File: src/rtl/ram_scan_ctrl.sv
// RAM scan controller: inferred DEPTH x DATA_W RAM walked by an auto (prescaled)
// or manual (push-button) address sequencer, with a zero-fill clear sweep.
module ram_scan_ctrl #(
    parameter int DATA_W   = 8,
    parameter int ADDR_W   = 5,
    parameter int TICK_DIV = 50000000
) (
    input  logic              CLOCK_50,
    input  logic              KEY,
    input  logic [1:0]        mode,
    input  logic              step,
    input  logic              hold,
    input  logic              wr_en,
    input  logic [DATA_W-1:0] wdata,
    output logic [ADDR_W-1:0] addr,
    output logic [DATA_W-1:0] rdata,
    output logic              tick,
    output logic              busy,
    output logic              done
);
    localparam int DEPTH = 2 ** ADDR_W;
    localparam int CNT_W = $clog2(TICK_DIV);
    localparam logic [CNT_W-1:0]  CNT_MAX   = CNT_W'(TICK_DIV - 1);
    localparam logic [ADDR_W-1:0] ADDR_LAST = ADDR_W'(DEPTH - 1);

    localparam logic [1:0] MODE_UP   = 2'b00;
    localparam logic [1:0] MODE_DOWN = 2'b01;
    localparam logic [1:0] MODE_MAN  = 2'b10;
    localparam logic [1:0] MODE_CLR  = 2'b11;

    typedef enum logic [1:0] {
        ST_RUN   = 2'd0,
        ST_CLEAR = 2'd1,
        ST_DONE  = 2'd2,
        ST_WAIT  = 2'd3
    } state_t;

    state_t              state_q, state_d;
    logic [ADDR_W-1:0]   addr_q, addr_d;
    logic [DATA_W-1:0]   rdata_q, rdata_d;
    logic                tick_q, tick_d;
    logic [CNT_W-1:0]    cnt_q, cnt_d;
    logic [2:0]          sync_q, sync_d;

    logic                step_evt;
    logic                ram_we;
    logic [DATA_W-1:0]   ram_wdata;

    logic [DATA_W-1:0]   mem [DEPTH];

    // State register plus all resettable datapath flops.
    always_ff @(posedge CLOCK_50 or negedge KEY) begin
        if (!KEY) begin
            state_q <= ST_RUN;
            addr_q  <= '0;
            rdata_q <= '0;
            tick_q  <= 1'b0;
            cnt_q   <= '0;
            sync_q  <= '0;
        end else begin
            state_q <= state_d;
            addr_q  <= addr_d;
            rdata_q <= rdata_d;
            tick_q  <= tick_d;
            cnt_q   <= cnt_d;
            sync_q  <= sync_d;
        end
    end

    // RAM contents survive reset so a partially cleared array stays as is.
    always_ff @(posedge CLOCK_50) begin
        if (ram_we) begin
            mem[addr_q] <= ram_wdata;
        end
    end

    // Next-state logic.
    always_comb begin
        state_d = state_q;
        case (state_q)
            ST_RUN:   if (mode == MODE_CLR) state_d = ST_CLEAR;
            ST_CLEAR: if (addr_q == ADDR_LAST) state_d = ST_DONE;
            ST_DONE:  state_d = ST_WAIT;
            ST_WAIT:  if (mode != MODE_CLR) state_d = ST_RUN;
            default:  state_d = ST_RUN;
        endcase
    end

    // Datapath: prescaler, step detection, address sequencing, RAM port.
    always_comb begin
        cnt_d     = '0;
        sync_d    = {sync_q[1:0], step};
        step_evt  = 1'b0;
        addr_d    = addr_q;
        ram_we    = 1'b0;
        ram_wdata = wdata;

        case (state_q)
            ST_RUN: begin
                case (mode)
                    MODE_UP, MODE_DOWN: begin
                        if (hold) begin
                            cnt_d = cnt_q;
                        end else if (cnt_q == CNT_MAX) begin
                            step_evt = 1'b1;
                        end else begin
                            cnt_d = cnt_q + CNT_W'(1);
                        end
                    end
                    MODE_MAN: step_evt = sync_q[1] & ~sync_q[2] & ~hold;
                    default:  addr_d = '0;
                endcase
                if (step_evt) begin
                    ram_we = wr_en;
                    addr_d = (mode == MODE_DOWN) ? addr_q - ADDR_W'(1)
                                                 : addr_q + ADDR_W'(1);
                end
            end
            ST_CLEAR: begin
                ram_we    = 1'b1;
                ram_wdata = '0;
                addr_d    = addr_q + ADDR_W'(1);
            end
            default: addr_d = '0;
        endcase

        tick_d  = step_evt;
        // Write-first: a same-cycle write to the read address is forwarded.
        rdata_d = ram_we ? ram_wdata : mem[addr_q];
    end

    // Outputs.
    always_comb begin
        busy  = (state_q == ST_CLEAR);
        done  = (state_q == ST_DONE);
        addr  = addr_q;
        rdata = rdata_q;
        tick  = tick_q;
    end

endmodule

File: config.mk
export PLATFORM = sky130hd
export DESIGN_NAME = ram_scan_ctrl
export DESIGN_NICKNAME = d
export VERILOG_FILES = /design/src/rtl/ram_scan_ctrl.sv
export SDC_FILE = /design/constraint.sdc
export NUM_CORES = 1
export LEC_CHECK = 0
export ABC_AREA = 1
export CELL_PAD_IN_SITES_DETAIL_PLACEMENT = 0
export CELL_PAD_IN_SITES_GLOBAL_PLACEMENT = 1
export CORE_MARGIN = 2
export CORE_UTILIZATION = 35
export CTS_CLUSTER_SIZE = 10
export DETAILED_ROUTE_END_ITERATION = 8
export GPL_TIMING_DRIVEN = 0
export HOLD_SLACK_MARGIN = 0.08
export PLACE_DENSITY_LB_ADDON = 0.1
export SLEW_MARGIN = 20
export SYNTH_ARGS = -nofsm -noshare
export SYNTH_HDL_FRONTEND = slang
export SYNTH_SLANG_ARGS = --single-unit
File: constraint.sdc
create_clock -name CLOCK_50 -period 5.5 [get_ports CLOCK_50]
set_input_delay 1.375 -clock CLOCK_50 [delete_from_list [all_inputs] [get_ports CLOCK_50]]
set_output_delay 1.375 -clock CLOCK_50 [all_outputs]
set_load 0.01 [all_outputs]
* Word level (Yosys, flattened, before mapping)
Memory sizes are Yosys's and may differ from the RTL's. A register that Yosys moved wholly into a read port is not among the register bits. Index checks and enable logic that the tools add are counted.
Cells by class: add/sub/neg operators 3, equality and inequality tests 14, muxes and demuxes 22, bitwise logic cells 4, reduce and logical (&&, ||, !) cells 6
Operator list (number):
- $mux W26 | 4
- $add A26 B1 Y26 const B | 1
- $eq A26 B26 Y1 const B | 1
- $mux W5 | 3
- $pmux W5 S2 | 1
- $eq A2 B2 Y1 const B | 4
- $mux W8 | 1
- $pmux W2 S4 | 1
- $mux W1 | 7
- $mux W2 | 3
- $ne A2 B2 Y1 const B | 3
- $add A5 B1 Y5 const B | 1
- $eq A5 B5 Y1 const B | 1
- $sub A5 B1 Y5 const B | 1
- $eq A2 B1 Y1 const B | 2
- $logic_not A2 Y1 | 2
- $pmux W1 S2 | 2
- $ne A3 B2 Y1 const B | 1
- $ne A3 B3 Y1 const B | 1
- $reduce_and A3 Y1 | 1
- $reduce_or A3 Y1 | 1
- $and A1 B1 Y1 | 2
- $ne A2 B1 Y1 const B | 1
- $not A1 Y1 | 2
- 2 further kinds | 2
Storage, ports and cells: register bits 37, RAM bits 256, memories 1
Memories:
- mem | words 32, bits a word 8, read ports 1, clocked after memory_dff 1, wr ports 1, line 49 | logic [DATA_W-1:0] mem [DEPTH];

* Longest topological paths before layout
word-level depth 9, mapped depth 14

* Worst setup path before layout
Ideal clock, no wire load.
path kind input to register, start input mode[0], end memory mem[11][0] (enable), data arrival time 2.415 ns, setup slack 2.710 ns, stages 6, cell sequence nor2_1 nand3_1 nand2_4 nand4_4 buf_6 a21oi_1
Between the ends: longest elaborated chain between the ends 8
RTL lines:
- start: declaration | line 10 | input logic [1:0] mode,
- $eq A2 B1 Y1 or $logic_not A2 Y1 (tied branches) | line 100 | case (mode)
- $reduce_or A2 Y1 | line 100
- $pmux W1 S2 (*) | line 100
- $mux W1 (*) | line 98 | case (state_q)
- $mux W1 (*) | line 113 | if (step_evt) begin
- $pmux W1 S2 (*) | line 98
- $mux W1 (*) | line 72 | if (ram_we) begin
- $mux W1 (not written as such) (*) | line 73 | mem[addr_q] <= ram_wdata;
- end: declaration | line 49
Mark *: on every way between the ends. The rest lies on a longest branch, timed or not. The select of a mux whose other input is x is not followed.

* Worst setup path in the final report
start input mode[1], end memory mem[25][6] (enable)
The elaborated chain is that of the path after synthesis.

==> summary.md <==
| Metric | Value |
|---|---|
| Ant diodes | `0` |
| Total CTS buffers | `37` |
| Worst hold endpoint | `sync_q[1]` |
| Type of origin of the critical path | `input pin` |
| Critical Path RT | `5.65 ns` |
| Mapped Area | `13400 um^2` |
| Final setup vio count | `0` |
| Clock Path Buffers | `3` |
| Fin area | `15700 um^2` |
| Iter 0 DRT Violations | `715` |
| Root buf cell | `clkbuf_16` |
| Critical path endpoint category | `flop` |
| Slew Viols, Final | `0` |
| Hold path cells | `0` |
| Max FO, Critical Path | `10` |
| Synth top area cells | `edfxtp_1 57%, dfrtp_1 8.4%, nor2_1 8.4%` |
| Worst reg-to-reg setup slack | `2.19 ns` |
| Postcts setup bufs | `0` |
| Arrival @ worst endpoint | `3.50 ns` |
| Multiplexer share of the synthesized area | `0` |
| Max Cap Viol | `0` |
| CP max stage delay | `0.83 ns` |
| FF-to-FF Start | `addr[1]` |
| Area of the multi-input gates | `4070 um^2` |
| Critical path cell sequence | `clkdlybuf4s50_1 -> nand3_1 -> nand2_4 -> nand4_4 -> buf_6 -> a21oi_1` |
| Post-synthesis sequential area ratio | `0.658` |
| Pwr dens | `451 nW/um^2` |
| Synth cell types | `40` |
| CTS sink count | `301` |
| Input/output buffers | `30` |
| Post-Route WL | `38500 um` |
| Die area | `39800 um^2` |
| Final ANT Viol Nets | `0` |
| Die height | `200 um` |
| Seq. cell area | `8810 um^2` |
| FMAX | `0.299 GHz` |
| Layout Nets | `1416` |
| Total vias in the final route | `9390` |
| Area delta synth->final | `17.0%` |
| Layout cells sized above 1 | `0.0985` |
| Initial Util | `0.355` |
| Reg-to-Reg End | `mem[25][6]` |
| TNS Setup | `0 ns` |
| Type of the worst setup path | `in2reg` |
| GRT Total Usage | `0.200` |
| Critical path's slowest cell | `a21oi_1` |
| Adder-Cell Fraction of Synth Area | `0.0103` |
| Vias in the first global route | `9041` |
| Wire per inst | `20.0 um` |
| Synth area leader | `edfxtp_1` |
| Post-route minimum period | `3.35 ns` |
| Post-CTS sizing | `0` |
| First-pass GRT wire length | `57600 um` |
| Row cnt | `71` |
| Static leakage | `5.75 nW` |
| TritonCTS clock tree | `yes` |
| Hold/Removal Path Class | `reg2reg` |
| Relative slew margins | `0.273` |
| Run status | `finished, final reports clean` |
| Largest net degree at the start of global routing | `46` |
| Die span in x | `200 um` |
| Synth top area share | `0.574` |
| # DRC | `0` |
| Final period utilization | `0.609` |
| Drt pass-1 iters | `7` |
| Clock-pin slew on the worst setup and hold paths | `0.05 ns` |
| Hold WS | `0.348 ns` |
| Main combinational cell family by area after synthesis | `simple AND/OR/NAND/NOR gates` |
| Reg2Reg Depth | `7` |
| Clk Latency, worst-skew pair | `0.54 ns` |
| Count leader, synth | `nor2_1` |
| Min-delay src | `sync_q[0]` |
| Htree depth | `2` |
| Syn Inst Count | `1313` |
| # hold bufs at CTS | `0` |
| RSZ-0062 raised after global routing | `false` |
| Simple-Gate Fraction of Synth Area | `0.198` |
| Warning count from the yosys run | `0` |
| GPL Wtd Cong | `0.806` |
| # IOs | `31` |
| Dpl hpwl | `27500 um` |
| Drt via density | `4.89` |
| Grt ovf | `0` |
| Mean Syn Cell Area | `10.2 um^2` |
| Xor/xnor share of the synthesized area | `0.00327` |
| Seq cells post-synth | `301` |
| VDD IR max | `332 uV` |
| Syn nets | `1339` |
| Post-synth EDFFs | `256` |
| Fin. Hold Viols | `0` |
| FFs w/ async S/R, synth | `0.150` |
| Most frequent cells after synthesis | `300 x nor2_1, 269 x nand2_1, 256 x edfxtp_1` |
| Antenna violations before repair | `0` |
| Tightest Pin Transition | `1.09 ns` |
| Compound-Gate Fraction of Synth Area | `0.0880` |
| Area after DPL | `14600 um^2` |
| Synth Flop Type | `edfxtp_1` |
| Core ar. | `37700 um^2` |
| Clock Skews | `0.0189 ns` |
| Filler cells | `3753` |
## critical path: cells and delay by family
kind	cells	cell delay, ns
compound gates	1	0.83
buf+inv	2	0.79
simple gates	3	0.50
## how the worst max path moves through the flow
stage / from / endpoint / depth (start not counted)
6_report: mode[1] / mem[25][6] / 6
5_1_grt: addr[1] / mem[24][1] / 7
3_3_place_gp: wdata[1] / mem[18][1] / 3
3_5_place_dp: mode[1] / mem[24][5] / 6
2_1_floorplan: mode[0] / mem[11][0] / 6
4_1_cts: state_q[1] / busy / 3
## cell families after synthesis
| family | after synthesis |
|---|---|
| compound gates | 223 |
| fa+ha+maj | 11 |
| flops | 301 |
| xor+xnor | 5 |
| buf+inv | 123 |
| simple gates | 650 |
## layout make-up
class,count,share of cell area
sequential,301,0.563
timing repair buffer,38,0.0321
multi-input combinational,889,0.260
clock inverter,4,0.00344
inverter,54,0.0129
buffer,69,0.0234
clock buffer,56,0.0650
tap,511,0.0408
## state kept, by name, indices dropped and copies added, names as in the netlist
| signal | count |
|---|---|
| state_q | 2 |
| sync_q | 3 |
| rdata | 8 |
| cnt_q | 26 |
| addr | 5 |
| tick | 1 |
| mem | 256 |
## routing by layer
layer	vias up	wire length [um]	GRT usage
li1	4606	-	-
met1	4534	19100	0.297
met2	211	17000	0.306
met3	39	1810	0.0304
met4	0	620	0.0505
met5	-	0	0
## through the flow
stage	total power [mW]	util	worst slack (ns)	cells
5_1_grt	7.45	0.416	2.07	1922
3_5_place_dp	4.92	0.387	1.66	1862
3_3_place_gp	4.80	0.380	0.651	1854
4_1_cts	7.15	0.416	2.17	1922
6_report	7.07	0.416	2.15	1922
2_1_floorplan	3.94	-	2.71	1313
## placed cells by master, fill, tap and decap left out, types with 4 or more instances in the layout
master and instances:
nor2_1 292, nand2_1 269, edfxtp_1 256, o21ai_0 147
inv_1 47, dfrtp_1 45, a21oi_1 38, clkbuf_16 38
nand3_1 35, clkbuf_1 35, buf_2 34, clkdlybuf4s50_1 29
o21ai_1 20, nor3_1 15, nand4_1 14, nor2_4 12
ha_1 11, a21oi_2 10, buf_4 7, inv_2 6
buf_16 6, buf_6 5, clkbuf_2 4
## report_power, final
group	internal, mW	switching [mW]	leakage [nW]
Sequential	2.72	0.0482	2.92
Combinational	0.610	1.47	2.31
Clock	1.32	0.906	0.514
(Power assumes the default switching activity.)
